`config.mk`:
```
export PLATFORM = sky130hd
export DESIGN_NAME = bus_master_fabric
export DESIGN_NICKNAME = d
export VERILOG_FILES = /design/src/rtl/bus_master_fabric.sv
export SDC_FILE = /design/constraint.sdc
export NUM_CORES = 1
export LEC_CHECK = 0
export CAP_MARGIN = 25
export CORE_AREA = 2 2 99 101
export CTS_BUF_LIST = sky130_fd_sc_hd__clkbuf_2 sky130_fd_sc_hd__clkbuf_4 sky130_fd_sc_hd__clkbuf_8
export CTS_CLUSTER_DIAMETER = 100
export DETAILED_ROUTE_END_ITERATION = 8
export DIE_AREA = 0 0 101 103
export DONT_BUFFER_PORTS = 1
export GPL_ROUTABILITY_DRIVEN = 0
export MAX_ROUTING_LAYER = met4
export PLACE_DENSITY_LB_ADDON = 0.1
export SYNTH_ARGS = -nofsm -noshare
export SYNTH_HDL_FRONTEND = slang
export SYNTH_SLANG_ARGS = --single-unit
export TNS_END_PERCENT = 10
```
`constraint.sdc`:
```
create_clock -name clk -period 2.7 [get_ports clk]
set_clock_uncertainty 0.2 [all_clocks]
set_input_delay 0.27 -clock clk [delete_from_list [all_inputs] [get_ports clk]]
set_output_delay 0.27 -clock clk [all_outputs]
set_load 0.01 [all_outputs]
```
`src/rtl/bus_master_fabric.sv`:
```
// Single-master register-bus front end: accepts one command, decodes the upper address
// bits to a slave port, waits for that slave's ready or a timeout, and returns a response.
module bus_master_fabric #(
  parameter int unsigned ADDR_W   = 8,
  parameter int unsigned DATA_W   = 32,
  parameter int unsigned N_SLAVES = 4,
  parameter int unsigned TIMEOUT  = 16
) (
  input  logic                         clk,
  input  logic                         reset,
  input  logic                         cmd_valid,
  output logic                         cmd_ready,
  input  logic                         cmd_write,
  input  logic [ADDR_W-1:0]            cmd_addr,
  input  logic [DATA_W-1:0]            cmd_wdata,
  output logic                         rsp_valid,
  output logic [DATA_W-1:0]            rsp_rdata,
  output logic                         rsp_err,
  output logic [N_SLAVES-1:0]          s_sel,
  output logic                         s_valid,
  output logic                         s_write,
  output logic [ADDR_W-1:0]            s_addr,
  output logic [DATA_W-1:0]            s_wdata,
  input  logic [N_SLAVES-1:0]          s_ready,
  input  logic [N_SLAVES*DATA_W-1:0]   s_rdata
);

  localparam int unsigned SEL_W = $clog2(N_SLAVES);
  localparam int unsigned TMR_W = $clog2(TIMEOUT + 1);

  typedef enum logic [1:0] {
    IDLE,
    REQ,
    RESP
  } state_t;

  state_t              state;
  state_t              state_nx;
  logic                wr_q;
  logic [ADDR_W-1:0]   addr_q;
  logic [DATA_W-1:0]   wdata_q;
  logic [DATA_W-1:0]   rdata_q;
  logic [SEL_W-1:0]    idx_q;
  logic                err_q;
  logic [TMR_W-1:0]    tmr_q;
  logic                accept;
  logic                hit;
  logic                expire;
  logic [DATA_W-1:0]   sel_rdata;

  // cmd_ready is gated by reset so nothing is advertised while reset is held
  assign cmd_ready = reset & (state == IDLE);
  assign accept    = cmd_valid & cmd_ready;
  assign hit       = (state == REQ) & s_ready[idx_q];
  assign expire    = (state == REQ) & ~hit & (tmr_q == TMR_W'(TIMEOUT - 1));

  always_comb begin
    sel_rdata = '0;
    for (int unsigned i = 0; i < N_SLAVES; i++) begin
      if (idx_q == SEL_W'(i)) sel_rdata = s_rdata[i*DATA_W +: DATA_W];
    end
  end

  always_comb begin
    state_nx = state;
    case (state)
      IDLE:    if (accept) state_nx = REQ;
      REQ:     if (hit || expire) state_nx = RESP;
      RESP:    state_nx = IDLE;
      default: state_nx = IDLE;
    endcase
  end

  always_ff @(posedge clk or negedge reset) begin
    if (!reset) state <= IDLE;
    else        state <= state_nx;
  end

  always_ff @(posedge clk or negedge reset) begin
    if (!reset) begin
      wr_q    <= 1'b0;
      addr_q  <= '0;
      wdata_q <= '0;
      rdata_q <= '0;
      idx_q   <= '0;
      err_q   <= 1'b0;
      tmr_q   <= '0;
    end else if (accept) begin
      wr_q    <= cmd_write;
      addr_q  <= cmd_addr;
      wdata_q <= cmd_wdata;
      idx_q   <= cmd_addr[ADDR_W-1 -: SEL_W];
      tmr_q   <= '0;
    end else if (state == REQ) begin
      // a ready arriving on the last allowed cycle still wins over the timeout
      if (hit) begin
        rdata_q <= wr_q ? '0 : sel_rdata;
        err_q   <= 1'b0;
      end else if (expire) begin
        rdata_q <= '0;
        err_q   <= 1'b1;
      end else begin
        tmr_q   <= tmr_q + 1'b1;
      end
    end
  end

  assign s_valid   = (state == REQ);
  assign s_sel     = s_valid ? (N_SLAVES'(1) << idx_q) : '0;
  assign s_write   = wr_q;
  assign s_addr    = addr_q;
  assign s_wdata   = wdata_q;
  assign rsp_valid = (state == RESP);
  assign rsp_err   = rsp_valid & err_q;
  assign rsp_rdata = rdata_q;

endmodule

```
; ---- Word-level counts from Yosys, hierarchy flattened
; Index checks and enable logic that the tools add are counted.
[word_totals]
regBits = 83
input_bits = 176
word_cells = 56
[op_classes]
n_mux = 19
n_lt_le_gt_ge = 1
bitwise_logic = 8
reduce_logical = 8
addsub = 1
shifts = 1
eq_ne = 10
[ops]
columns = cell, count
row1 = $mux 32, 7
row2 = $mux 5, 4
row3 = $and 1x1->1, 6
row4 = $eq 2x2->1 const B, 3
row5 = $ne 2x2->1 const B, 3
row6 = $reduce_and 3->1, 2
row7 = $add 5x1->5 const B, 1
row8 = $eq 5x4->1 const B, 1
row9 = $eq 2x1->1 const B, 2
row10 = $logic_not 2->1, 2
row11 = $mux 2, 2
row12 = $mux 4, 1
row13 = $pmux 2 s2, 1
row14 = $reduce_bool 2->1, 2
row15 = $shl 1x2->4 const A, 1
row16 = $lt 2x3->1 const B, 1
row17 = $mux 1, 3
row18 = $bmux 1 s2, 1
row19 = $ne 2x1->1 const B, 1
row20 = $not 1->1, 2
row21 = $reduce_and 2->1, 1
row22 = $logic_or 1x1->1, 1

; ---- Logic depth before layout (Yosys ltp)
[depth]
word_depth = 10
ltp_mapped = 6
ltp_nobuf = 6

; ---- Worst setup path before layout
; Ideal clock, no wire load.
[synth_path]
path_kind = register to register
from = register tmr_q[0]
to = register tmr_q[2]
setup_ps = 78
arrival_time_ps = 1900
path_buffers = 0
path_stages_with_launch = 7
synth_period_minus_slack_ps = 2178
setup_slack_ps = 522
cell_sequence = dfrtp_1 > ha_1 > and3_1 > ha_1 > or4bb_1 > or3_1 > a21oi_1
[synth_via]
elab_chain_cells = 5
[synth_lines]
columns = element, line_no
row1 = from (decl), 45  ; logic [TMR_W-1:0] tmr_q;
row2 = from (signal assigned), 103  ; tmr_q <= tmr_q + 1'b1;
row3 = $add 5x1->5, 103
row4 = $mux 5, 99  ; end else if (expire) begin
row5 = $mux 5, 96  ; if (hit) begin
row6 = $mux 5, 94  ; end else if (state == REQ) begin
row7 = $mux 5, 88  ; end else if (accept) begin
; Parallel ways exist; a longest one is shown, timed or not. The select of a mux whose other input is x is not followed.
; A chain may end at the register's enable or synchronous reset.

; ---- Worst setup path after layout
[layout_path]
from = register state[1]
to = output s_sel[2]
[layout_via]
elab_chain_cells = 2
[layout_lines]
columns = element, line_no
row1 = from (decl), 37  ; state_t state;
row2 = from (signal assigned), 76  ; else state <= state_nx;
row3 = $eq 2x1->1, 108  ; assign s_valid = (state == REQ);
row4 = named net s_valid, 20  ; output logic s_valid,
row5 = $mux 4, 109  ; assign s_sel = s_valid ? (N_SLAVES'(1) << idx_q) : '0;
row6 = to (decl), 19  ; output logic [N_SLAVES-1:0] s_sel,
; The timed path passes the listed nets, and every way through them passes these cells.

==> metrics.cfg <==
[placed_design]
placed_area_um2=4020
portBuffers=0
hpwl_um=7460
placed_cells=429
place_ws_ps=411

[grt]
grt_max_degree=82
grt_pass1_wl_um=16000
grtUsageTotal_pct=20.9
overflow=0
grt_pass1_vias=2931
grt_antenna_before_repair=1

[critical_path]
critPathKind=reg2out
cp_max_fo=6
critical_path.endpoint_type=output port
required_ps=2230
crit_arrival_ps=1840
start_kind=flop

[sta]
rsz0062_at_grt=false
final_hold_viol_count=0
fin_ws_ps=393
worst_slew_pin_slew_ps=696
maxSlewViolCount=0
fmax_mhz=433
fin_tns_setup_ps=0
slew_headroom_pct=53.5
period_share_pct=85.5
finalSetupViolCount=0
period_needed_ps=2310

[routing]
ant_nets=0
vias=2787
drt_first_iter_violations=89
viasPerCell=5.70
drcViolationCount=0
routed_wl_um=11000
first_pass_iters=4
wl_per_cell_um=22.5

[synth]
seq_area_frac_synth_pct=51.5
syn_area_um2=3940
synth_most_common_cell=nand2_1
ys_ff_latch=81
synthCells=332
synth_top_flop_cell=dfrtp_1
synth_nets=510
synth_cell_types=32
synth.largest_area_cell=dfrtp_1
yosys-top-cells-area=dfrtp_1 51%, mux4_2 19%, nand2_1 12%
ys_async_sr_fraction_pct=100
synth_top_area_share_pct=51.5
synth-edff-count=0
syn_area_per_cell_um2=11.9
yosys-top-cells-count=128 x nand2_1, 81 x dfrtp_1, 33 x mux4_2, 32 x a22o_1, 10 x clkbuf_1
yosysWarnings=0

[clock_tree]
clk_pin_slew_worst_paths_ps=90
cts.repair.resized=0
cts_tree=built
cts_sinks=81
htree_levels=3
clockRootBuffer=clkbuf_8
cts_buffer_depth=2
clock_latency_ps=340
cts_setup_buffers=0
cts_buffers=9

[finish]
fin_cells=489
design_area_um2=4690
area_delta_synth_final_pct=19.2
nets=547
drive_gt1_share_pct=17.6

[power]
p_leak_nw=2.13
p_per_area_nw_per_um2=1100
p_total_mw=5.14
vdd_drop_max_v=0.000389

[floorplan]
die_h_um=103
core_region_area_um2=9460
fp.dieArea_um2=10400
die_w_um=101
ios=257
initial_utilization_pct=41.6
fp-row-count=36

[run_status]
status=finished, final reports clean

[run]
drv_cap=0

[worst_hold_path]
hp-class=in2reg

flip-flops by register name (all words and copies together), names as in the netlist:
| signal | count |
|---|---|
| err_q | 1 |
| rsp_rdata | 32 |
| s_addr | 8 |
| state | 2 |
| tmr_q | 5 |
| s_write | 1 |
| s_wdata | 32 |
through the flow:
stage | utilization, % | hold slack (ps)
finish | 49.6 | 58.0
global route | 49.6 | 43.7
CTS | 49.6 | 41.7
detailed placement | 42.5 | -224
global placement | 42.5 | -224
floorplan | - | -226
kinds of logic (layout without fill, tap and decap cells):
family	Yosys count	count (layout)	share of synthesized area, %
multiplexers	37	37	19.9
AND/OR/NAND/NOR	147	147	15.9
AO/OA/AOI/OAI	37	37	8.04
adder cells (fa/ha/maj)	2	2	0.635
flip-flops	81	81	51.5
buffers and inverters	28	70	4.04
other	0	1	0
layout by cell type (no fill, tap or decap), types with 2 or more instances in the layout:
cell type and instances:
dfrtp_1 79, buf_4 6, and3_1 2, a21oi_1 3, clkbuf_8 9, mux2i_1 4
bufinv_16 2, nand2b_1 2, mux4_2 33, a22o_1 32, nor3b_1 2, nand2_1 128
inv_1 3, ha_1 2, dlygate4sd3_1 42, clkbuf_4 2, clkinvlp_4 2, dfrtp_2 2
final timing paths:
check,startpoint,endpoint,slack (ps),cells after the start
worst max-delay path,state[1]$_DFFE_PN0P_,s_sel[2],390,4
worst min-delay path,cmd_valid,s_wdata[6]$_DFFE_PN0P_,60,3
worst max register to register,tmr_q[0]$_DFFE_PN0P_,tmr_q[2]$_DFFE_PN0P_,420,6
worst min register to register,tmr_q[0]$_DFFE_PN0P_,tmr_q[0]$_DFFE_PN0P_,320,1
max in group asynchronous,reset,s_addr[7]$_DFFE_PN0P_,1630,2
min in group asynchronous,reset,rsp_rdata[18]$_DFFE_PN0P_,310,2
metal layers:
| layer | up-vias | routed length (um) | GRT usage [%] | part of all wire (%) |
|---|---|---|---|---|
| li1 | 1244 | - | - | - |
| met1 | 1390 | 4270 | 24.2 | 39 |
| met2 | 146 | 5670 | 36.1 | 52 |
| met3 | 7 | 972 | 6.71 | 8.8 |
| met4 | 0 | 87 | 4.26 | 0.79 |
| met5 | - | 0 | - | 0 |
final cells by class:
type                       instances  area (um^2)
fill                             853         4770
sequential                        81         2030
multi-input combinational        223         1770
timing repair buffer              50          513
tap                              114          143
clock buffer                      11          139
clock inverter                     5         80.1
inverter                           4         15.0
antenna                            1         2.50
power breakdown:
| group | leakage [nW] | switching, mW | internal (mW) | total [mW] |
|---|---|---|---|---|
| logic | 0.998 | 0.882 | 0.907 | 1.79 |
| clock network | 0.106 | 0.438 | 0.541 | 0.978 |
| registers | 1.02 | 0.640 | 1.73 | 2.37 |
| total | 2.13 | 1.96 | 3.18 | 5.14 |
critical path, cell delays in order (launching register included):
cell	delay (ps)
dfrtp_1	460
nand2b_1	320
inv_1	370
nand2_1	110
nor2_1	240
timing repair:
action	CTS	global route
endpoints found under the setup margin	0	0
hold buffers	43	0
endpoints found under the hold margin	122	0
Power figures use the tool's default switching activity.
